[config.mk]
export PLATFORM = sky130hd
export DESIGN_NAME = cpu_state_dumper
export DESIGN_NICKNAME = d
export VERILOG_FILES = /design/src/rtl/cpu_state_dumper.sv
export SDC_FILE = /design/constraint.sdc
export NUM_CORES = 1
export LEC_CHECK = 0
export CORE_UTILIZATION = 43
export CTS_CLUSTER_SIZE = 8
export DETAILED_ROUTE_END_ITERATION = 6
export PLACE_DENSITY = 0.76
export SYNTH_ARGS = -nofsm -noshare
export SYNTH_HDL_FRONTEND = slang
export SYNTH_SLANG_ARGS = --single-unit
[constraint.sdc]
create_clock -name clk -period 2.25 [get_ports clk]
set_input_delay 0.45 -clock clk [delete_from_list [all_inputs] [get_ports clk]]
set_output_delay 0.45 -clock clk [all_outputs]
set_load 0.02 [all_outputs]
[src/rtl/cpu_state_dumper.sv]
// cpu_state_dumper: arm, count cycles, snapshot registers on halt/timeout, stream them out.
// Define DUMP_PC_EN to append the program counter as an extra final word.
module cpu_state_dumper #(
    parameter int DATA_W  = 16,
    parameter int N_REGS  = 3,
    parameter int PC_W    = 10,
    parameter int CNT_W   = 20,
    parameter int TIMEOUT = 20000
) (
    input  logic                     clk,
    input  logic                     reset,
    input  logic                     arm,
    input  logic                     hlt,
    input  logic [N_REGS*DATA_W-1:0] regs,
    input  logic [PC_W-1:0]          pc,
    output logic [DATA_W-1:0]        dump_data,
    output logic [4:0]               dump_idx,
    output logic                     dump_valid,
    input  logic                     dump_ready,
    output logic                     dump_last,
    output logic                     busy,
    output logic                     done,
    output logic                     cause,
    output logic [CNT_W-1:0]         cycle_count
);
`ifdef DUMP_PC_EN
    localparam int NW = N_REGS + 1;
`else
    localparam int NW = N_REGS;
    logic unused_pc;
    assign unused_pc = ^pc;
`endif
    typedef enum logic [1:0] {IDLE, RUN, STREAM, DONE} state_t;
    state_t state, state_nxt;
    logic [DATA_W-1:0] snap [NW];
    logic trig;
    assign trig = hlt || cycle_count == CNT_W'(TIMEOUT - 1);
    always_ff @(posedge clk or negedge reset)
        if (!reset) state <= IDLE;
        else state <= state_nxt;
    always_comb begin
        state_nxt = state;
        case (state)
            IDLE, DONE: state_nxt = arm ? RUN : state;
            RUN:        state_nxt = trig ? STREAM : RUN;
            STREAM:     state_nxt = (dump_ready && dump_last) ? DONE : STREAM;
            default:    state_nxt = IDLE;
        endcase
    end
    always_ff @(posedge clk or negedge reset)
        if (!reset) begin
            cycle_count <= '0;
            cause <= 1'b0;
            dump_idx <= '0;
            for (int i = 0; i < NW; i++) snap[i] <= '0;
        end else begin
            case (state)
                IDLE, DONE: if (arm) begin
                    cycle_count <= '0;
                    cause <= 1'b0;
                end
                RUN: begin
                    cycle_count <= cycle_count + CNT_W'(1);
                    if (trig) begin
                        cause <= !hlt;
                        dump_idx <= '0;
                        for (int i = 0; i < N_REGS; i++) snap[i] <= regs[i*DATA_W +: DATA_W];
`ifdef DUMP_PC_EN
                        snap[N_REGS] <= DATA_W'(pc);
`endif
                    end
                end
                STREAM: if (dump_ready && !dump_last) dump_idx <= dump_idx + 5'd1;
                default: ;
            endcase
        end
    // Moore outputs: everything decodes from registered state and index.
    always_comb begin
        dump_valid = state == STREAM;
        dump_last = dump_valid && dump_idx == 5'(NW - 1);
        busy = state == RUN || state == STREAM;
        done = state == DONE;
        dump_data = '0;
        for (int i = 0; i < NW; i++) if (dump_valid && dump_idx == 5'(i)) dump_data = snap[i];
    end
endmodule
* Word-level counts from Yosys, hierarchy flattened
Cells that the tools add are included.
Storage, ports and cells: register bits 76, latch bits 0, RAM bits 0, bits in read-only memories 0, input port bits 63, logic and storage cells 51, memories 0
Operators by class: add/sub/neg operators 2, $mul 0, div/mod/pow operators 0, $lt $le $gt $ge 0, equal/unequal tests 9, shift operators 0, mux-type cells 15, bitwise logic cells 0, reductions and logical operators 18
Operators by type and width (count):
- $mux W16 | 3
- $pmux W20 S2 | 1
- $add A20 B1 Y20 const B | 1
- $eq A20 B15 Y1 const B | 1
- $mux W20 | 1
- $mux W5 | 2
- $pmux W5 S2 | 1
- $pmux W2 S3 | 1
- $reduce_and A3 Y1 | 2
- $add A5 B1 Y5 const B | 1
- $eq A5 B1 Y1 const B | 1
- $eq A5 B2 Y1 const B | 1
- $logic_and A1 B1 Y1 | 5
- $logic_not A5 Y1 | 1
- $eq A2 B2 Y1 const B | 2
- $mux W2 | 2
- $ne A2 B2 Y1 const B | 2
- $reduce_and A2 Y1 | 2
- $reduce_bool A2 Y1 | 2
- $mux W1 | 3
- $eq A2 B1 Y1 const B | 1
- $logic_not A1 Y1 | 2
- $logic_not A2 Y1 | 1
- $logic_or A1 B1 Y1 | 2
- 3 further kinds | 3

* Logic depth before layout (Yosys ltp)
Gate-level depths: netlist of the first run.
depth after elaboration 6, depth in mapped cells 8, depth with buffers taken out 7

* Worst setup path after synthesis of the first run
Ideal clock, no wire load.
path type reg-to-output, start register state[0], end output dump_data[10], arrival 2164 ps, required time 1800 ps, path slack -364 ps, stages on the path, launching flop included 9, path buffers 1, cell sequence dfrtp_1 inv_1 ha_1 nor4b_2 nand2_1 inv_1 buf_2 a221oi_1 nor2_1
On the way: elaborated cells on any way between the ends 7
RTL lines:
- from (decl) | line 34 | state_t state, state_nxt;
- from (signal assigned) | line 40 | else state <= state_nxt;
- $eq A2 B2 Y1 | line 79 | dump_valid = state == STREAM;
- via dump_valid | line 18 | output logic dump_valid,
- $logic_and A1 B1 Y1
- via dump_last | line 20 | output logic dump_last,
- $mux W16 | line 84 | for (int i = 0; i < NW; i++) if (dump_valid && dump_idx == 5'(i)) dump_data = snap[i];
- to (decl) | line 16 | output logic [DATA_W-1:0] dump_data,
The timed path passes the listed nets, and every way through them passes these cells.

* Worst setup path in the final report of the first run
start register state[0], end output dump_data[1]
On the way: longest elaborated chain between the ends 5, elaborated cells on any way between the ends 7
Ends and longest elaborated chain (line):
- $eq A2 B2 Y1 (*) | 79
- $logic_and A1 B1 Y1 | 84
- $mux W16 (2 in a row) | 84
- $mux W16 (*) | 84
Every way passes the cells marked *; elsewhere a longest branch is shown, timed or not.

==> impl_results.md, run 1 <==
* Placed instance area at 5080 µm²
* Clock network fraction of design power at 0.175
* Violated checks: setup timing
* Largest family of logic cells by synthesized area: multiplexers
* Initial Util at 0.449
* Slew @ Worst Pin at 0.505 ns
* Pwr Density at 1110 nW/µm²
* Leak pwr at between 2 and 2.5 nW
* Headroom to the max-slew limit at 0.664
* Register area share after synthesis at 0.507
* Synth Area in Compound Gates at 0.0935
* HP Class: in -> async
* Max-Cap Viols at 0
* Area delta synth->final at 50.2%
* Cell count after synthesis at between 300 and 400
* H-tree levels at 3
* Clock tree buffer depth at 2
* Mean Syn Cell Area at 11.4 µm²
* Initial antenna violation count at 0
* N_diodes at 0
* Mapped Area at between 3000 and 4000 µm²
* Reg2reg start: cycle_count[1]$_DFFE_PN0P_
* CP Max Fanout at 8
* Global Route Usage Sum at 0.229
* Port bufs at slightly below 100
* Pin count of the biggest net entering global routing at 38
* Post-synth ARST share at 1.00
* Crit. End Element: output pin
* Core Rows at 33
* Fill cells at 625
* RSZ-0062 raised after global routing: true
* Max Fclk at 399 MHz
* DRT iter0 DRCs at 120
* Final Hold Fails at 0
* Area share of and/or/nand/nor cells after synthesis at 0.149
* Share of the synthesized area in the top cell type at 0.507
* TritonCTS buffer count at 9
* Die Wd at 95.4 µm
* Drc violations at 0
* Worst clock skew at 0.00752 ns
* WL per Instance at 17.8 µm
* Setup CP Type: reg -> out
* EDFF count, synth at 0
* Cell variety after synth at 45
* Post-Synth Adder-Cell Area at 0.0267
* Height of the die at between 90 and 100 µm
* Synth area leaders: dfrtp_1, mux2_2, nor2_1
* Crit Reg-Reg Endpoint: snap[39]$_DFFE_PN0P_
* Leading area contributor after synthesis: dfrtp_1
* Clock slew at reported path FFs at 0.09 ns
* Max-slew violations at 0
* Fin nets at 527
* Post-Synth XOR/XNOR Area at 0.0327
* Final Cell Area at 5630 µm²
* Ports at roughly 110
* Die ar. at 9100 µm²
* Arrival time at the worst endpoint at 2.06 ns
* Gate power share at 0.467
* Vias per cell at 5.42
* DP Wirelength at 6.59 mm
* Total grt overflow at 0
* Number of global-route vias before repair at 3088
* Post-CTS Hold Buffers at 0
* P_int at 4.01 mW
* CTS tree: built
* CP Launch Type: flip-flop
* CTS root buf: clkbuf_8
* Final Wtd Congestion at 0.827
* Fin crit period at 2.51 ns
* Share of layout cells above drive strength 1 at 0.367
* Vias at 3068
* Synth top cells by count: dfrtp_1, nor2_1, mux2_2
* CP required at 1.80 ns
* Count leader, synth: dfrtp_1
* Seq pwr share at 0.358
* Register area at 1900 µm²
* Worst r2r path cells at 7
* Synthesis warning total at 0
* Top FF cell, synth: dfrtp_1
* Mux cell area share after synthesis at 0.159
* Final period util at 1.11
* Drt first pass iters at 4
* Fraction of power spent switching nets at 0.361
* Clk_lat worst skew at 0.35 ns
* Status: finished with violations
* Final antenna-violating net count at 0
* FF+latch count, synth at between 70 and 80
* Area of the multi-input gates at 1980 µm²
* Clock Sinks at 76
* Core box area at between 8000 and 9000 µm²
* Final setup fails at 15
* Sw Pwr at ~2.3 mW
* Peak VDD IR at 508 µV
* Total power at between 6 and 7 mW
* First-pass GRT wire length at about 16 mm
* Post-synthesis net count at 400
* FF-to-FF setup slack at 0.24 ns
* Setup ws final at -0.257 ns
* Final WL at 10.1 mm
-- area by class of cell --
| type | count | share of cell area |
|---|---|---|
| multi-input cells | 227 | 0.352 |
| flip-flops and latches | 76 | 0.338 |
| repair buffers | 131 | 0.242 |
| clock buffers | 10 | 0.0244 |
| well taps | 105 | 0.0233 |
| clock inverters | 6 | 0.0127 |
| inverters | 11 | 0.00822 |
-- repair_timing --
action,4_1_cts,5_1_grt
buffers inserted,2,3
gates resized for setup,121,22
pin swaps,15,4
cloned,3,0
setup endpoints to repair,18,28
-- worst max-delay path, cell delays in order, from the launching register on --
cell and delay [ns]:
dfrtp_1 0.40, inv_2 0.07, ha_4 0.12, nor4b_4 0.24, and3b_2 0.33, buf_12 0.17
a221oi_2 0.06, nor2_1 0.15, buf_4 0.17
-- sequential cells by signal, indices dropped and copies added, names as in the netlist --
| signal | count |
|---|---|
| cause | 1 |
| cycle_count | 20 |
| dump_idx | 5 |
| snap | 48 |
| state | 2 |
-- power groups by stage --
stage	Combinational (mW)	Sequential [mW]	Clock (mW)
after floorplan	1.64	2.13	0
after global placement	2.55	2.13	0
after detailed placement	2.62	2.16	0
after CTS	2.85	2.22	1.12
after global routing	3.16	2.29	1.18
final	2.93	2.25	1.10
-- per-stage QoR --
stage	hold WS, ns	worst slack [ns]	utilization	instances	setup TNS, ns
2_1_floorplan	0.154	0.0200	-	329	0
3_3_place_gp	0.444	-0.323	0.610	542	-4.20
3_5_place_dp	0.444	-0.320	0.610	542	-4.16
4_1_cts	0.0634	-0.250	0.662	563	-3.01
5_1_grt	0.0795	-0.360	0.675	566	-4.44
6_report	0.0563	-0.257	0.675	566	-2.95
-- cells in the final DEF (no fill, tap or decap), types with 4 or more instances in the layout --
cell type        instances
a221oi_2                10
clkbuf_8                10
ha_1                     4
buf_4                   30
dfrtp_1                 76
inv_1                    8
nor4_2                   5
a21oi_1                 10
buf_12                   5
o2bb2ai_1                4
nor2_2                  11
nand2_1                 14
buf_6                   12
o21ai_0                  9
nand4_1                  4
xnor2_1                 10
nand3_1                  6
xor2_1                   4
mux2_2                  40
clkdlybuf4s50_1         79
mux2_4                   9
a221oi_4                 4
nor2_1                  37
-- kinds of logic (layout without fill, tap and decap cells) --
group | count (synthesis) | after routing
compound gates | 49 | 49
xor+xnor | 14 | 14
fa+ha+maj | 8 | 8
buf+inv | 26 | 158
flops | 76 | 76
mux | 50 | 50
simple gates | 106 | 106
-- routing by layer --
| metal | track usage | vias up | wire length (µm) |
|---|---|---|---|
| met2 | 0.385 | 79 | 5090 |
| met1 | 0.299 | 1545 | 4410 |
| met3 | 0.0447 | 11 | 445 |
| li1 | - | 1433 | - |
| met5 | 0 | - | 0 |
| met4 | 0.0697 | 0 | 123 |
-- worst max path at each step --
| stage | from | end | slack (ns) | depth (start not counted) |
|---|---|---|---|---|
| floorplan | state[0]$_DFFE_PN0P_ | dump_data[10] | 0.02 | 8 |
| global placement | state[0]$_DFFE_PN0P_ | dump_data[1] | -0.32 | 8 |
| detailed placement | state[0]$_DFFE_PN0P_ | dump_data[1] | -0.32 | 8 |
| CTS | state[0]$_DFFE_PN0P_ | dump_data[1] | -0.25 | 8 |
| global route | state[0]$_DFFE_PN0P_ | dump_data[1] | -0.36 | 8 |
| finish | state[0]$_DFFE_PN0P_ | dump_data[1] | -0.26 | 8 |
(Power assumes the default switching activity.)
==> run 2: changes to the inputs <==
--- a/config.mk
+++ b/config.mk
@@ -5,6 +5,7 @@
 export SDC_FILE = /design/constraint.sdc
 export NUM_CORES = 1
 export LEC_CHECK = 0
+export CORE_MARGIN = 4
 export CORE_UTILIZATION = 43
 export CTS_CLUSTER_SIZE = 8
 export DETAILED_ROUTE_END_ITERATION = 6
==> impl_results.md, run 2 (synthesis gave the netlist of run 1 again) <==
* WL per Instance at 16.4 µm (was 17.8 µm)
* Pwr Density at 1080 nW/µm² (was 1110 nW/µm²)
* CP required at 1.80 ns (about the same)
* Clk_lat worst skew at 0.34 ns (was 0.35 ns)
* Final antenna-violating net count at 0 (unchanged)
* Final period util at 1.08 (was 1.11)
* Share of layout cells above drive strength 1 at 0.321 (was 0.367)
* Crit. End Element: output pin (unchanged)
* Initial antenna violation count at 0 (unchanged)
* Post-CTS Hold Buffers at 0 (unchanged)
* Violated checks: setup timing (unchanged)
* Placed instance area at 5080 µm² (unchanged)
* HP Class: in -> async (unchanged)
* Worst path cell trace: inv_2 > ha_4 > nor4b_4 > and3b_2 > buf_12 > a221oi_1 > nor2_1 > buf_4 (was inv_2 > ha_4 > nor4b_4 > and3b_2 > buf_12 > a221oi_2 > nor2_1 > buf_4)
* Ports at 109 (unchanged)
* DP Wirelength at 6.60 mm (was 6.59 mm)
* Vias per cell at 5.31 (was 5.42)
* FF-to-FF setup slack at 0.14 ns (was 0.24 ns)
* Reg2reg start: state[1]$_DFFE_PN0P_ (was cycle_count[1]$_DFFE_PN0P_)
* Initial Util at 0.449 (unchanged)
* Clock slew at reported path FFs at 0.08 ns (was 0.09 ns)
* CTS root buf: clkbuf_8 (unchanged)
* Global Route Usage Sum at 0.184 (was 0.229)
* Core Rows at 33 (unchanged)
* Slew @ Worst Pin at 0.501 ns (was 0.505 ns)
* Vias at 2971 (was 3068)
* Met3 wire length at 433 µm (was 445 µm)
* Total grt overflow at 0 (unchanged)
* Status: finished with violations (unchanged)
* Top Registers: snap: 48 flops, cycle_count: 20 flops, dump_idx: 5 flops (unchanged)
* Setup ws final at -0.182 ns (was -0.257 ns)
* Die Wd at 101 µm (was 95.4 µm)
* Top Metal Used: met4 (unchanged)
* Max Fclk at 411 MHz (was 399 MHz)
* Max FFs per register at 48 (unchanged)
* Core box area at 8340 µm² (unchanged)
* Pre-CTS WS at -0.319 ns (was -0.320 ns)
* Fin crit period at 2.43 ns (was 2.51 ns)
* Port bufs at 98 (unchanged)
* Post-layout util at 0.641 (was 0.675)
* Final setup fails at 15 (unchanged)
* Clock Sinks at 76 (unchanged)
* Slowest cell delay on critical path at 0.39 ns (was 0.40 ns)
* Arrival time at the worst endpoint at 1.98 ns (was 2.06 ns)
* Met2 WL post-DR at 4.55 mm (was 5.09 mm)
* Die ar. at 10300 µm² (was 9100 µm²)
* Area delta synth->final at 42.6% (was 50.2%)
* Delay-heaviest family, CP: simple AND/OR/NAND/NOR gates (unchanged)
* Critical path buffer and inverter count at 3 (unchanged)
* Height of the die at 101 µm (was 95.4 µm)
* Final Cell Area at 5350 µm² (was 5630 µm²)
* Drt first pass iters at 4 (unchanged)
* Crit Reg-Reg Endpoint: cycle_count[19]$_DFFE_PN0P_ (was snap[39]$_DFFE_PN0P_)
* Setup CP Type: reg -> out (unchanged)
* Worst r2r path cells at 8 (was 7)
* TritonCTS buffer count at 9 (unchanged)
* Total power at 5.79 mW (was 6.28 mW)
* Max-Cap Viols at 0 (unchanged)
* H-tree levels at 3 (unchanged)
* Fin nets at 522 (was 527)
* Placed Cells at 542 (unchanged)
* Final Wtd Congestion at 0.819 (was 0.827)
* Clock tree buffer depth at 2 (unchanged)
* N_diodes at 0 (unchanged)
* Worst clock skew at 0.0135 ns (was 0.00752 ns)
* Peak VDD IR at 497 µV (was 508 µV)
* CP Launch Type: flip-flop (unchanged)
* Most frequent cells in the layout: clkdlybuf4s50_1, dfrtp_1, mux2_2, nor2_1, buf_4 (unchanged)
* Setup_tns at -2.03 ns (was -2.95 ns)
* Largest Register: snap (unchanged)
* Final Hold Fails at 0 (unchanged)
* DRT iter0 DRCs at 100 (was 120)
* Number of global-route vias before repair at 3000 (was 3088)
* Leak pwr at 2.33 nW (was 2.40 nW)
* First-pass GRT wire length at 15.0 mm (was 15.7 mm)
* Pin count of the biggest net entering global routing at 41 (was 38)
* RSZ-0062 raised after global routing: true (unchanged)
* M1 WL at 4.04 mm (was 4.41 mm)
* Commonest non-fill, non-tap cell in the layout: clkdlybuf4s50_1 (unchanged)
* CP Max Fanout at 15 (was 8)
* Drc violations at 0 (unchanged)
* Final WL at 9.20 mm (was 10.1 mm)
* Hold Slack at 0.0696 ns (was 0.0563 ns)
* Max-slew violations at 0 (unchanged)
* Finished Layout Cells at 560 (was 566)
* CTS tree: built (unchanged)
* CP max stage cell: dfrtp_1 (unchanged)
* Headroom to the max-slew limit at 0.666 (was 0.664)
run 2: changes by cell type in the layout (fill, tap and decap cells not counted), sizes merged:
cell / previous run / this run
clkinvlp: 2 / 1
clkbuf: 10 / 11
inv: 12 / 11
dlymetal6s2s: 1 / 2
buf: 51 / 45
clkdlybuf4s50: 79 / 78
clkinv: 2 / 3
run 2: worst max path at each step:
stage | from | endpoint | slack, ns | cells past startpoint
CTS | state[1]$_DFFE_PN0P_ | dump_data[11] | -0.20 | 7
global placement | state[0]$_DFFE_PN0P_ | dump_data[2] | -0.31 | 8
detailed placement | state[0]$_DFFE_PN0P_ | dump_data[2] | -0.32 | 8
global route | state[0]$_DFFE_PN0P_ | dump_data[0] | -0.30 | 8
floorplan | state[0]$_DFFE_PN0P_ | dump_data[10] | 0.02 | 8
finish | state[0]$_DFFE_PN0P_ | dump_data[1] | -0.18 | 8
run 2: layout make-up:
type | count | area [µm²]
Fill cell | 659 | 2990
Sequential cell | 76 | 1900
Multi-Input combinational cell | 227 | 1830
Timing Repair Buffer | 126 | 1250
Clock buffer | 10 | 138
Tap cell | 105 | 131
Clock inverter | 5 | 52.6
Inverter | 11 | 43.8
run 2: worst reg2reg max path, stage by stage, from the launching register on:
cell and delay, ns:
dfrtp_1 0.41, buf_4 0.15, inv_1 0.06, ha_2 0.29, mux2_2 0.22, nand3_1 0.23
nor4_1 0.41, xnor2_1 0.17, nor2_1 0.05
run 2: timing repair:
item / 4_1_cts / 5_1_grt
setup endpoints to repair: 18 / 24
gates cloned: 0 / 1
pin swaps: 2 / 1
buffers inserted: 1 / 1
resized for setup: 93 / 13
run 2: power breakdown:
part	leakage (nW)	internal, mW	total, mW	switching (mW)
registers	0.951	1.87	2.16	0.298
clock network	0.0979	0.531	1.02	0.485
logic	1.28	1.41	2.61	1.20
run 2: layer usage:
layer,vias up,track usage
met5,-,0
met4,0,0.0767
met3,13,0.0324
met2,75,0.297
met1,1465,0.244
li1,1418,-
